### src/rtl/fetch_pkg.sv
// Shared widths, PC step and the instruction buffer entry layout for the fetch stage.
// Optional feature macro: FETCH_ALIGN_CHECK_EN (see fetch_unit.sv).
package fetch_pkg;

  localparam int ADDR_W  = 64;
  localparam int INSTR_W = 32;
  localparam int PC_STEP = 4;

  // Low PC bits that must be zero for a word-aligned fetch address
  localparam logic [ADDR_W-1:0] ALIGN_MASK = ADDR_W'(PC_STEP - 1);

  typedef struct packed {
    logic [INSTR_W-1:0] instr;
    logic [ADDR_W-1:0]  pc;
  } fetch_entry_t;

  function automatic logic [ADDR_W-1:0] pc_next(input logic [ADDR_W-1:0] pc);
    return pc + ADDR_W'(PC_STEP);
  endfunction

endpackage

### src/rtl/fetch_buffer.sv
// DEPTH-entry synchronous FIFO with flush; head data is read combinationally
// from registered storage. DEPTH must be a power of two so pointers wrap freely.
module fetch_buffer #(
  parameter int WIDTH = 64,
  parameter int DEPTH = 2,
  localparam int PTR_W = (DEPTH > 1) ? $clog2(DEPTH) : 1,
  localparam int CNT_W = $clog2(DEPTH + 1)
) (
  input  logic             clk_i,
  input  logic             rst_i,
  input  logic             flush_i,
  input  logic             push_i,
  input  logic [WIDTH-1:0] wdata_i,
  input  logic             pop_i,
  output logic [WIDTH-1:0] rdata_o,
  output logic [CNT_W-1:0] count_o
);

  logic [WIDTH-1:0] mem_q [DEPTH];
  logic [PTR_W-1:0] wptr_q, wptr_d;
  logic [PTR_W-1:0] rptr_q, rptr_d;
  logic [CNT_W-1:0] count_q, count_d;

  // Next pointer/count: flush empties the queue and wins over push and pop
  always_comb begin
    wptr_d  = wptr_q;
    rptr_d  = rptr_q;
    count_d = count_q;
    if (flush_i) begin
      wptr_d  = '0;
      rptr_d  = '0;
      count_d = '0;
    end else begin
      if (push_i) wptr_d = wptr_q + PTR_W'(1);
      if (pop_i)  rptr_d = rptr_q + PTR_W'(1);
      count_d = count_q + CNT_W'(push_i) - CNT_W'(pop_i);
    end
  end

  // Pointer and occupancy registers
  always_ff @(posedge clk_i or posedge rst_i) begin
    if (rst_i) begin
      wptr_q  <= '0;
      rptr_q  <= '0;
      count_q <= '0;
    end else begin
      wptr_q  <= wptr_d;
      rptr_q  <= rptr_d;
      count_q <= count_d;
    end
  end

  // Storage; cleared on reset so the head reads as zero out of reset
  always_ff @(posedge clk_i or posedge rst_i) begin
    if (rst_i) begin
      for (int i = 0; i < DEPTH; i++) mem_q[i] <= '0;
    end else if (push_i && !flush_i) begin
      mem_q[wptr_q] <= wdata_i;
    end
  end

  assign rdata_o = mem_q[rptr_q];
  assign count_o = count_q;

endmodule

### src/rtl/fetch_unit.sv
// Instruction fetch stage: owns the PC, issues in-order memory requests under a
// credit limit, tags responses with their PC and buffers them for decode.
// FETCH_ALIGN_CHECK_EN: misaligned redirect raises a sticky AlignFault and halts
// fetching; otherwise the redirect target's low bits are forced to zero.
module fetch_unit
  import fetch_pkg::*;
#(
  parameter logic [63:0] RESET_PC = 64'h0,
  parameter int          DEPTH    = 2
) (
  input  logic        CLK,
  input  logic        Reset,
  input  logic        Redirect,
  input  logic [63:0] RedirectPC,
  output logic [63:0] CurrentPC,
  output logic        ImemReqValid,
  output logic [63:0] ImemReqAddr,
  input  logic        ImemReqReady,
  input  logic        ImemRespValid,
  input  logic [31:0] ImemRespData,
  output logic        InstrValid,
  output logic [31:0] Instr,
  output logic [63:0] InstrPC,
  input  logic        InstrReady,
  output logic        AlignFault
);

  localparam int CNT_W = $clog2(DEPTH + 1);

  logic [ADDR_W-1:0] pc_q, pc_d;
  logic [CNT_W-1:0]  drop_q, drop_d;
  logic [CNT_W-1:0]  tag_cnt, buf_cnt;
  logic [ADDR_W-1:0] tag_head;
  logic [ADDR_W-1:0] redirect_tgt;
  logic [CNT_W:0]    credit_use;
  fetch_entry_t      buf_wdata, buf_head;
  logic              req_fire, resp_drop, buf_push, instr_pop;

  assign req_fire  = ImemReqValid & ImemReqReady;
  assign resp_drop = ImemRespValid & (drop_q != '0);
  assign instr_pop = InstrValid & InstrReady;
  // A response landing in a redirect cycle belongs to the old path
  assign buf_push  = ImemRespValid & ~resp_drop & ~Redirect;

  // Slots held = in flight + buffered; a head leaving this cycle frees its slot
  // before any new response can arrive, which keeps single-cycle throughput.
  assign credit_use   = {1'b0, tag_cnt} + {1'b0, buf_cnt} - {{CNT_W{1'b0}}, instr_pop};
  assign ImemReqValid = ~Reset & ~AlignFault & (credit_use < (CNT_W + 1)'(DEPTH));

`ifdef FETCH_ALIGN_CHECK_EN
  logic fault_q;

  assign redirect_tgt = RedirectPC;

  // Sticky fault on any misaligned redirect; only reset clears it
  always_ff @(posedge CLK or posedge Reset) begin
    if (Reset) fault_q <= 1'b0;
    else if (Redirect && ((RedirectPC & ALIGN_MASK) != '0)) fault_q <= 1'b1;
  end

  assign AlignFault = fault_q;
`else
  assign redirect_tgt = RedirectPC & ~ALIGN_MASK;
  assign AlignFault   = 1'b0;
`endif

  // Next PC and drop count; redirect overrides increment and drop decrement,
  // and counts every request still outstanding after this cycle as stale.
  always_comb begin
    pc_d   = pc_q;
    drop_d = drop_q;
    if (Redirect) begin
      pc_d   = redirect_tgt;
      drop_d = tag_cnt + CNT_W'(req_fire) - CNT_W'(ImemRespValid);
    end else begin
      if (req_fire)  pc_d   = pc_next(pc_q);
      if (resp_drop) drop_d = drop_q - CNT_W'(1);
    end
  end

  // PC and drop-count registers
  always_ff @(posedge CLK or posedge Reset) begin
    if (Reset) begin
      pc_q   <= RESET_PC;
      drop_q <= '0;
    end else begin
      pc_q   <= pc_d;
      drop_q <= drop_d;
    end
  end

  // In-flight PC tags; never flushed, stale entries drain with their responses
  fetch_buffer #(.WIDTH(ADDR_W), .DEPTH(DEPTH)) u_tag_q (
    .clk_i   (CLK),
    .rst_i   (Reset),
    .flush_i (1'b0),
    .push_i  (req_fire),
    .wdata_i (pc_q),
    .pop_i   (ImemRespValid),
    .rdata_o (tag_head),
    .count_o (tag_cnt)
  );

  assign buf_wdata.instr = ImemRespData;
  assign buf_wdata.pc    = tag_head;

  // Instruction buffer toward decode
  fetch_buffer #(.WIDTH($bits(fetch_entry_t)), .DEPTH(DEPTH)) u_instr_q (
    .clk_i   (CLK),
    .rst_i   (Reset),
    .flush_i (Redirect),
    .push_i  (buf_push),
    .wdata_i (buf_wdata),
    .pop_i   (instr_pop),
    .rdata_o (buf_head),
    .count_o (buf_cnt)
  );

  assign CurrentPC   = pc_q;
  assign ImemReqAddr = pc_q;
  assign InstrValid  = (buf_cnt != '0);
  assign Instr       = buf_head.instr;
  assign InstrPC     = buf_head.pc;

endmodule
### config.mk
export PLATFORM = sky130hd
export DESIGN_NAME = fetch_unit
export DESIGN_NICKNAME = d
export VERILOG_FILES = /design/src/rtl/fetch_pkg.sv /design/src/rtl/fetch_buffer.sv /design/src/rtl/fetch_unit.sv
export SDC_FILE = /design/constraint.sdc
export NUM_CORES = 1
export LEC_CHECK = 0
export CAP_MARGIN = 5
export CORE_MARGIN = 1.5
export CORE_UTILIZATION = 48
export CTS_CLUSTER_SIZE = 28
export DETAILED_ROUTE_END_ITERATION = 16
export PLACE_DENSITY = 0.8
export REMOVE_ABC_BUFFERS = 1
export SYNTH_ARGS = -nofsm -noshare
export SYNTH_HDL_FRONTEND = slang
export SYNTH_SLANG_ARGS = --single-unit
### constraint.sdc
create_clock -name CLK -period 14.5 [get_ports CLK]
set_input_delay 2.9 -clock CLK [delete_from_list [all_inputs] [get_ports CLK]]
set_output_delay 2.9 -clock CLK [all_outputs]
set_load 0.03 [all_outputs]
==> results.md, run 1 <==
- Worst-path fanout max: 6
- # rows: 70
- Clock power frac: 0.212
- Min Tclk post-route: 8.41 ns
- Start point of the critical path: InstrReady
- Placed Cells: approximately 2200
- Reg clk slew, reported paths: 0.05 ns
- Reg power frac: 0.364
- Final core occ: 0.606
- Switching Fraction: 0.365
- Final Hold Fails: 0
- Power Total: a little under 5 mW
- Final setup viols: 0
- Cell mode on critical path: clkdlybuf4s50_1
- Most frequent cells after synthesis: dfrtp_1, mux2_2, nand2_1
- Non-Filler Instances: about 2300
- Register area: between 9000 and 10000 um^2
- Sw Pwr: 1.78 mW
- Critical Path End: ImemReqValid
- Clock Skew: 0.0167 ns
- Largest net degree at the start of global routing: roughly 190
- Core Box Area: between 30000 and 40000 um^2
- PwrDens: 221 nW/um^2
- Total Wirelength: between 40000 and 50000 um
- Postcts setup bufs: 0
- Nets@finish: about 1900
- Arr. time, crit path: 5.51 ns
- Area of the multi-input gates: 7240 um^2
- Number of port buffers: 319
- Total CTS buffers: 42
- Worst Max-Slew Pin Slew: roughly 1.0 ns
- Max clock buf depth: 3
- Yosys top cell by area: dfrtp_1
- Delay-heaviest family, CP: buffers and inverters
- Seq/Total Area, Yosys: 0.540
- Tot GR Track Use: 0.236
- Placed Instance Area: between 20000 and 25000 um^2
- Status: finished clean
- CTS sink count: 384
- Area share of the largest cell type after synthesis: 0.540
- Top routing layer in use: met4
- Synth cell types: 46
- Final Slew Violations: 0
- R2R setup slack: 10.37 ns
- RSZ-0062 raised after global routing: no
- Gate power share: 0.424
- Vias in the first global route: around 13000
- R2R depth: 12
- Worst slew margin: 0.300
- DRT antenna net count: 0
- Max Cap Viol: 0
- Met3 WL: 2280 um
- Initial antenna violation count: 2
- CTS tree: built
- CP cell instances: clkdlybuf4s50_1 > and2_1 > ha_1 > inv_1 > nand2_1 > fa_1 > xor2_1 > and3_1 > clkdlybuf4s50_1
- Asr flop ratio synth: 1.00
- Yosys reg bits: roughly 380
- Worst hold margin: 0.471 ns
- First-pass GRT wire length: 70900 um
- Die Width: between 150 and 200 um
- Slowest stage cell, crit path: clkdlybuf4s50_1
- GP Congestion: between 0.7 and 0.8
- Cell with the most instances after synthesis: dfrtp_1
- Synth Instances: 1544
- Post-synth EDFFs: 0
- Crit Path Class: primary input to output pin
- Drt via density: 5.54
- Total gr overflow: 0
- Worst Hold Class: register to register
- Resized cells post-CTS: 0
- Slowest cell delay on critical path: approximately 0.67 ns
- Worst VDD drop: ~0.19 mV
- Hold_buf cts: 0
- H-tree levels: 2
- Fillers: 2972
- Worst Setup Slack, final: 6.09 ns
- Ports: ~330
- CP bufs+invs: 3
- Die area: 38200 um^2
- Drt initial violations: 537
- Required time of the critical path: 11.60 ns
- Final Cell Area: 22100 um^2
- P_leak: 9.44 nW
- Area of the mapped netlist: about 18000 um^2
- Root Driver: clkbuf_16
- Initial core utilization: 0.487
- Routed wire per std cell: ~20 um
- Synth area leaders: dfrtp_1, mux2_2, mux2i_1
- Final setup TNS: 0 ns
- Internal power: 3.10 mW
- Worst skew pair latency: 0.56 ns
- Synth warnings: 0
- WL met2: 21600 um
- Period Utilization, post-route: 0.580
- Detailed placement HPWL: ~28000 um
- WP depth: 9
- Synth Area per Inst: 11.5 um^2
- Area growth from synthesis to layout: 24.4%
- Max Fclk: 119 MHz
- Drt first pass iters: 5
- Routed met1 length: 19400 um
- Setup crit end kind: output pin
- Layout cell share with drive strength beyond 1: 0.206
- CP Launch Type: primary input
- R2r endpoint: CurrentPC[47]
- Top FF cell, synth: dfrtp_1
- Worst reg2reg startpoint: u_instr_q.count_o[1]
- DRC: 0
- Pre-CTS setup slack: 6.10 ns
- Die Span Y: 195 um
- Vias: 12500
## power by group through the flow
stage | clock network, mW | logic, mW | registers [mW]
3_5_place_dp | 0 | 2.07 | 1.80
5_1_grt | 1.10 | 2.21 | 1.84
2_1_floorplan | 0 | 1.36 | 1.80
3_3_place_gp | 0 | 2.03 | 1.76
6_report | 1.03 | 2.07 | 1.78
4_1_cts | 1.06 | 2.09 | 1.78
## layout by cell type, fill, tap and decap left out, types with 28 or more instances in the layout
master and instances:
dfrtp_1 382, clkdlybuf4s50_1 318, mux2_2 278, nand2_1 138
nor2_1 92, o21ai_0 81, mux2i_1 64, a21oi_1 63
clkbuf_16 43, nand3_1 29, nand4_1 28, o21ai_1 28
## worst min-delay path by stage
stage / startpoint / to / slack (ns) / depth (start not counted)
after detailed placement: u_instr_q.mem_q[57] / u_instr_q.mem_q[57] / 0.46 / 2
after global placement: u_instr_q.mem_q[27] / u_instr_q.mem_q[27] / 0.46 / 2
after floorplan: u_instr_q.mem_q[10] / u_instr_q.mem_q[10] / 0.44 / 2
after global routing: u_instr_q.mem_q[52] / u_instr_q.mem_q[52] / 0.50 / 2
after CTS: u_instr_q.mem_q[32] / u_instr_q.mem_q[32] / 0.48 / 2
final: u_instr_q.mem_q[50] / u_instr_q.mem_q[50] / 0.47 / 2
## logic make-up (layout without fill, tap and decap cells)
family,count (synthesis),in the layout,share of synthesized area
DFF,384,384,0.540
and+or+nand+nor,369,369,0.0987
muxes,342,342,0.212
AOI/OAI and AO/OA,214,214,0.0654
buffers and inverters,182,417,0.0555
xor gates and xnor gates,44,44,0.0217
adders and majority gates,8,8,0.00605
other,1,9,0.000211
## worst register-to-register path: cells and delay by family, from the launching register on
| kind | cells | cell delay [ns] |
|---|---|---|
| simple gates | 6 | 2.30 |
| xor+xnor | 1 | 0.35 |
| fa+ha+maj | 2 | 0.65 |
| buf+inv | 2 | 0.17 |
| flops | 1 | 0.39 |
| compound gates | 1 | 0.18 |
## layer usage
layer | vias up | global-route usage
met4 | 0 | 0.0824
met1 | 6303 | 0.315
met3 | 69 | 0.0389
met5 | - | 0
met2 | 337 | 0.390
li1 | 5794 | -
## sequential cells by signal, indices dropped and copies added, names as in the netlist
name               cells
CurrentPC             62
drop_q                 2
u_instr_q.count_o      2
u_instr_q.mem_q      188
u_instr_q.rptr_q       1
u_instr_q.wptr_q       1
u_tag_q.count_o        2
u_tag_q.mem_q        124
u_tag_q.rptr_q         1
u_tag_q.wptr_q         1
## final cells by class
type,instances,area share
multi-input cells,984,0.327
clock buffers,62,0.0564
inverters,14,0.00271
flip-flops and latches,384,0.435
diodes,2,0.000226
repair buffers,331,0.149
well taps,468,0.0265
clock inverters,10,0.00384
No activity file was read; power rests on OpenSTA's default activity.
==> run 2: changes to the inputs <==
Clock period 14.5 ns to 6.97 ns, I/O delays scaled along.
==> results.md, run 2 (synthesis gave the netlist of run 1 again) <==
- Status: finished clean
- Vias in the first global route: 12900 (-0.70%)
- Final Hold Fails: 0 (unchanged)
- Area growth from synthesis to layout: 24.2%
- Gate power share: 0.428 (+0.004)
- Worst Max-Slew Pin Slew: 1.26 ns (+0.213 ns)
- Die Width: 195 um (unchanged)
- Period Utilization, post-route: 0.780
- Worst slew margin: 0.154 (-0.146)
- Max Cap Viol: 0 (unchanged)
- Core Box Area: 36500 um^2 (unchanged)
- RSZ-0062 raised after global routing: no
- Drt first pass iters: 5 (unchanged)
- Non-Filler Instances: 2256 (+0.044%)
- Initial antenna violation count: 2 (unchanged)
- Setup crit end kind: output pin
- Ports: 329 (unchanged)
- Drt initial violations: 589 (+9.7%)
- Required time of the critical path: 5.58 ns (-6.02 ns)
- Tot GR Track Use: 0.234 (-0.00229)
- Reg power frac: 0.367 (+0.003)
- Total Wirelength: 44700 um (+0.61%)
- Fillers: 2942 (-1.0%)
- Internal power: 6.40 mW (+110%)
- Hold_buf cts: 0 (unchanged)
- CTS tree: built
- Clock power frac: 0.205 (-0.007)
- Postcts setup bufs: 0 (unchanged)
- Worst skew pair latency: 0.53 ns (-0.03 ns)
- Largest net degree at the start of global routing: 108 (-43%)
- Top reg by flops: u_instr_q.mem_q
- Max clock buf depth: 3 (unchanged)
- Worst Setup Slack, final: 1.54 ns (-4.56 ns)
- Most frequent cells in the layout: dfrtp_1, clkdlybuf4s50_1, mux2_2
- Final Slew Violations: 0 (unchanged)
- Drt via density: 5.55 (+0.18%)
- Switching Fraction: 0.366 (+0.00123)
- GP Congestion: 0.790 (-1.3%)
- Die Span Y: 195 um (unchanged)
- DRC: 0 (unchanged)
- Arr. time, crit path: 4.04 ns (-1.47 ns)
- Vias: 12500 (+0.22%)
- Number of port buffers: 319 (unchanged)
- Worst Hold Class: register to register
- Placed Cells: 2183 (+0.092%)
- H-tree levels: 2 (unchanged)
- R2R setup slack: 2.73 ns (-7.64 ns)
- Most common cell after layout, fill and taps aside: dfrtp_1
- Resized cells post-CTS: 0 (unchanged)
- Routed wire per std cell: 19.8 um (+0.56%)
- Pre-CTS setup slack: 1.53 ns (-4.58 ns)
- CP Launch Type: primary input
- Total CTS buffers: 41 (-2.4%)
- Root Driver: clkbuf_16
- PwrDens: 457 nW/um^2 (+110%)
- Min Tclk post-route: 5.43 ns
- Detailed placement HPWL: 28900 um (+1.6%)
- First-pass GRT wire length: 70500 um (-0.59%)
- Worst-path fanout max: 6 (unchanged)
- CTS sink count: 384 (unchanged)
- Reg clk slew, reported paths: 0.06 ns (about the same)
- Final setup viols: 0 (unchanged)
- DRT antenna net count: 0 (unchanged)
- P_leak: 9.42 nW (-0.21%)
- Worst VDD drop: 0.394 mV (+110%)
- Crit Path Class: primary input to output pin
- Layout cell share with drive strength beyond 1: 0.205 (about the same)
- Max FFs per register: 188 (unchanged)
- Nets@finish: 1868 (+0.054%)
- Clock Skew: 0.0141 ns (-0.00255 ns)
- Worst hold margin: 0.475 ns (+0.00405 ns)
- Total gr overflow: 0 (unchanged)
- Initial core utilization: 0.487 (unchanged)
- Sw Pwr: 3.69 mW (+110%)
- Die area: 38200 um^2 (unchanged)
- # rows: 70 (unchanged)
- Max Fclk: 184 MHz
[run 2: cell types whose count changed in the layout (fill, tap and decap cells not counted)]
cell	before	now
inv_6	1	0
clkbuf_16	43	41
buf_4	12	14
clkbuf_1	9	10
clkbuf_8	10	9
clkinv_2	6	8
[run 2: routing by layer]
metal | GRT usage | wire (um) | vias to the layer above
li1 | - | - | 5784
met2 | 0.391 | 21900 | 333
met5 | 0 | 0 | -
met4 | 0.0764 | 1210 | 0
met1 | 0.313 | 19500 | 6331
met3 | 0.0339 | 2090 | 83
[run 2: path summary, 6_finish.rpt]
check                                startpoint                   to  cells after the start
max                                  InstrReady         ImemReqValid                      9
min                         u_instr_q.mem_q[23]  u_instr_q.mem_q[23]                      2
min in group asynchronous                 Reset     u_tag_q.mem_q[3]                      2
min reg2reg                 u_instr_q.mem_q[23]  u_instr_q.mem_q[23]                      2
max in group asynchronous                 Reset        CurrentPC[16]                      4
max reg2reg                u_instr_q.count_o[1]        CurrentPC[55]                     12
[run 2: power groups by stage]
stage	sequential [mW]	combinational, mW	clock (mW)
global route	3.82	4.61	2.20
detailed placement	3.73	4.33	0
global placement	3.66	4.23	0
finish	3.70	4.32	2.07
CTS	3.70	4.36	2.12
floorplan	3.75	2.82	0
[run 2: stage by stage]
step	util	total power, mW	setup TNS [ns]	area (um^2)
2_1_floorplan	-	6.57	-2305.97	16900
3_3_place_gp	0.570	7.88	0	20800
3_5_place_dp	0.570	8.06	0	20800
4_1_cts	0.605	10.2	0	22100
5_1_grt	0.605	10.6	0	22100
6_report	0.605	10.1	0	22100
[run 2: cell type report]
cell class,count,area [um^2],share of cell area
sequential,384,9620,0.435
multi-input combinational,984,7240,0.328
timing repair buffer,333,3310,0.150
clock buffer,60,1190,0.0538
tap,468,586,0.0265
clock inverter,11,86.3,0.00391
inverter,14,60.1,0.00272
antenna,2,5.00,0.000227
[run 2: critical path, cell delays in order]
cell and delay (ns):
clkdlybuf4s50_1 0.44, and2_1 0.16, ha_1 0.25, inv_1 0.09
nand2_1 0.07, fa_1 0.40, xor2_1 0.34, and3_1 0.22
clkdlybuf4s50_1 0.67
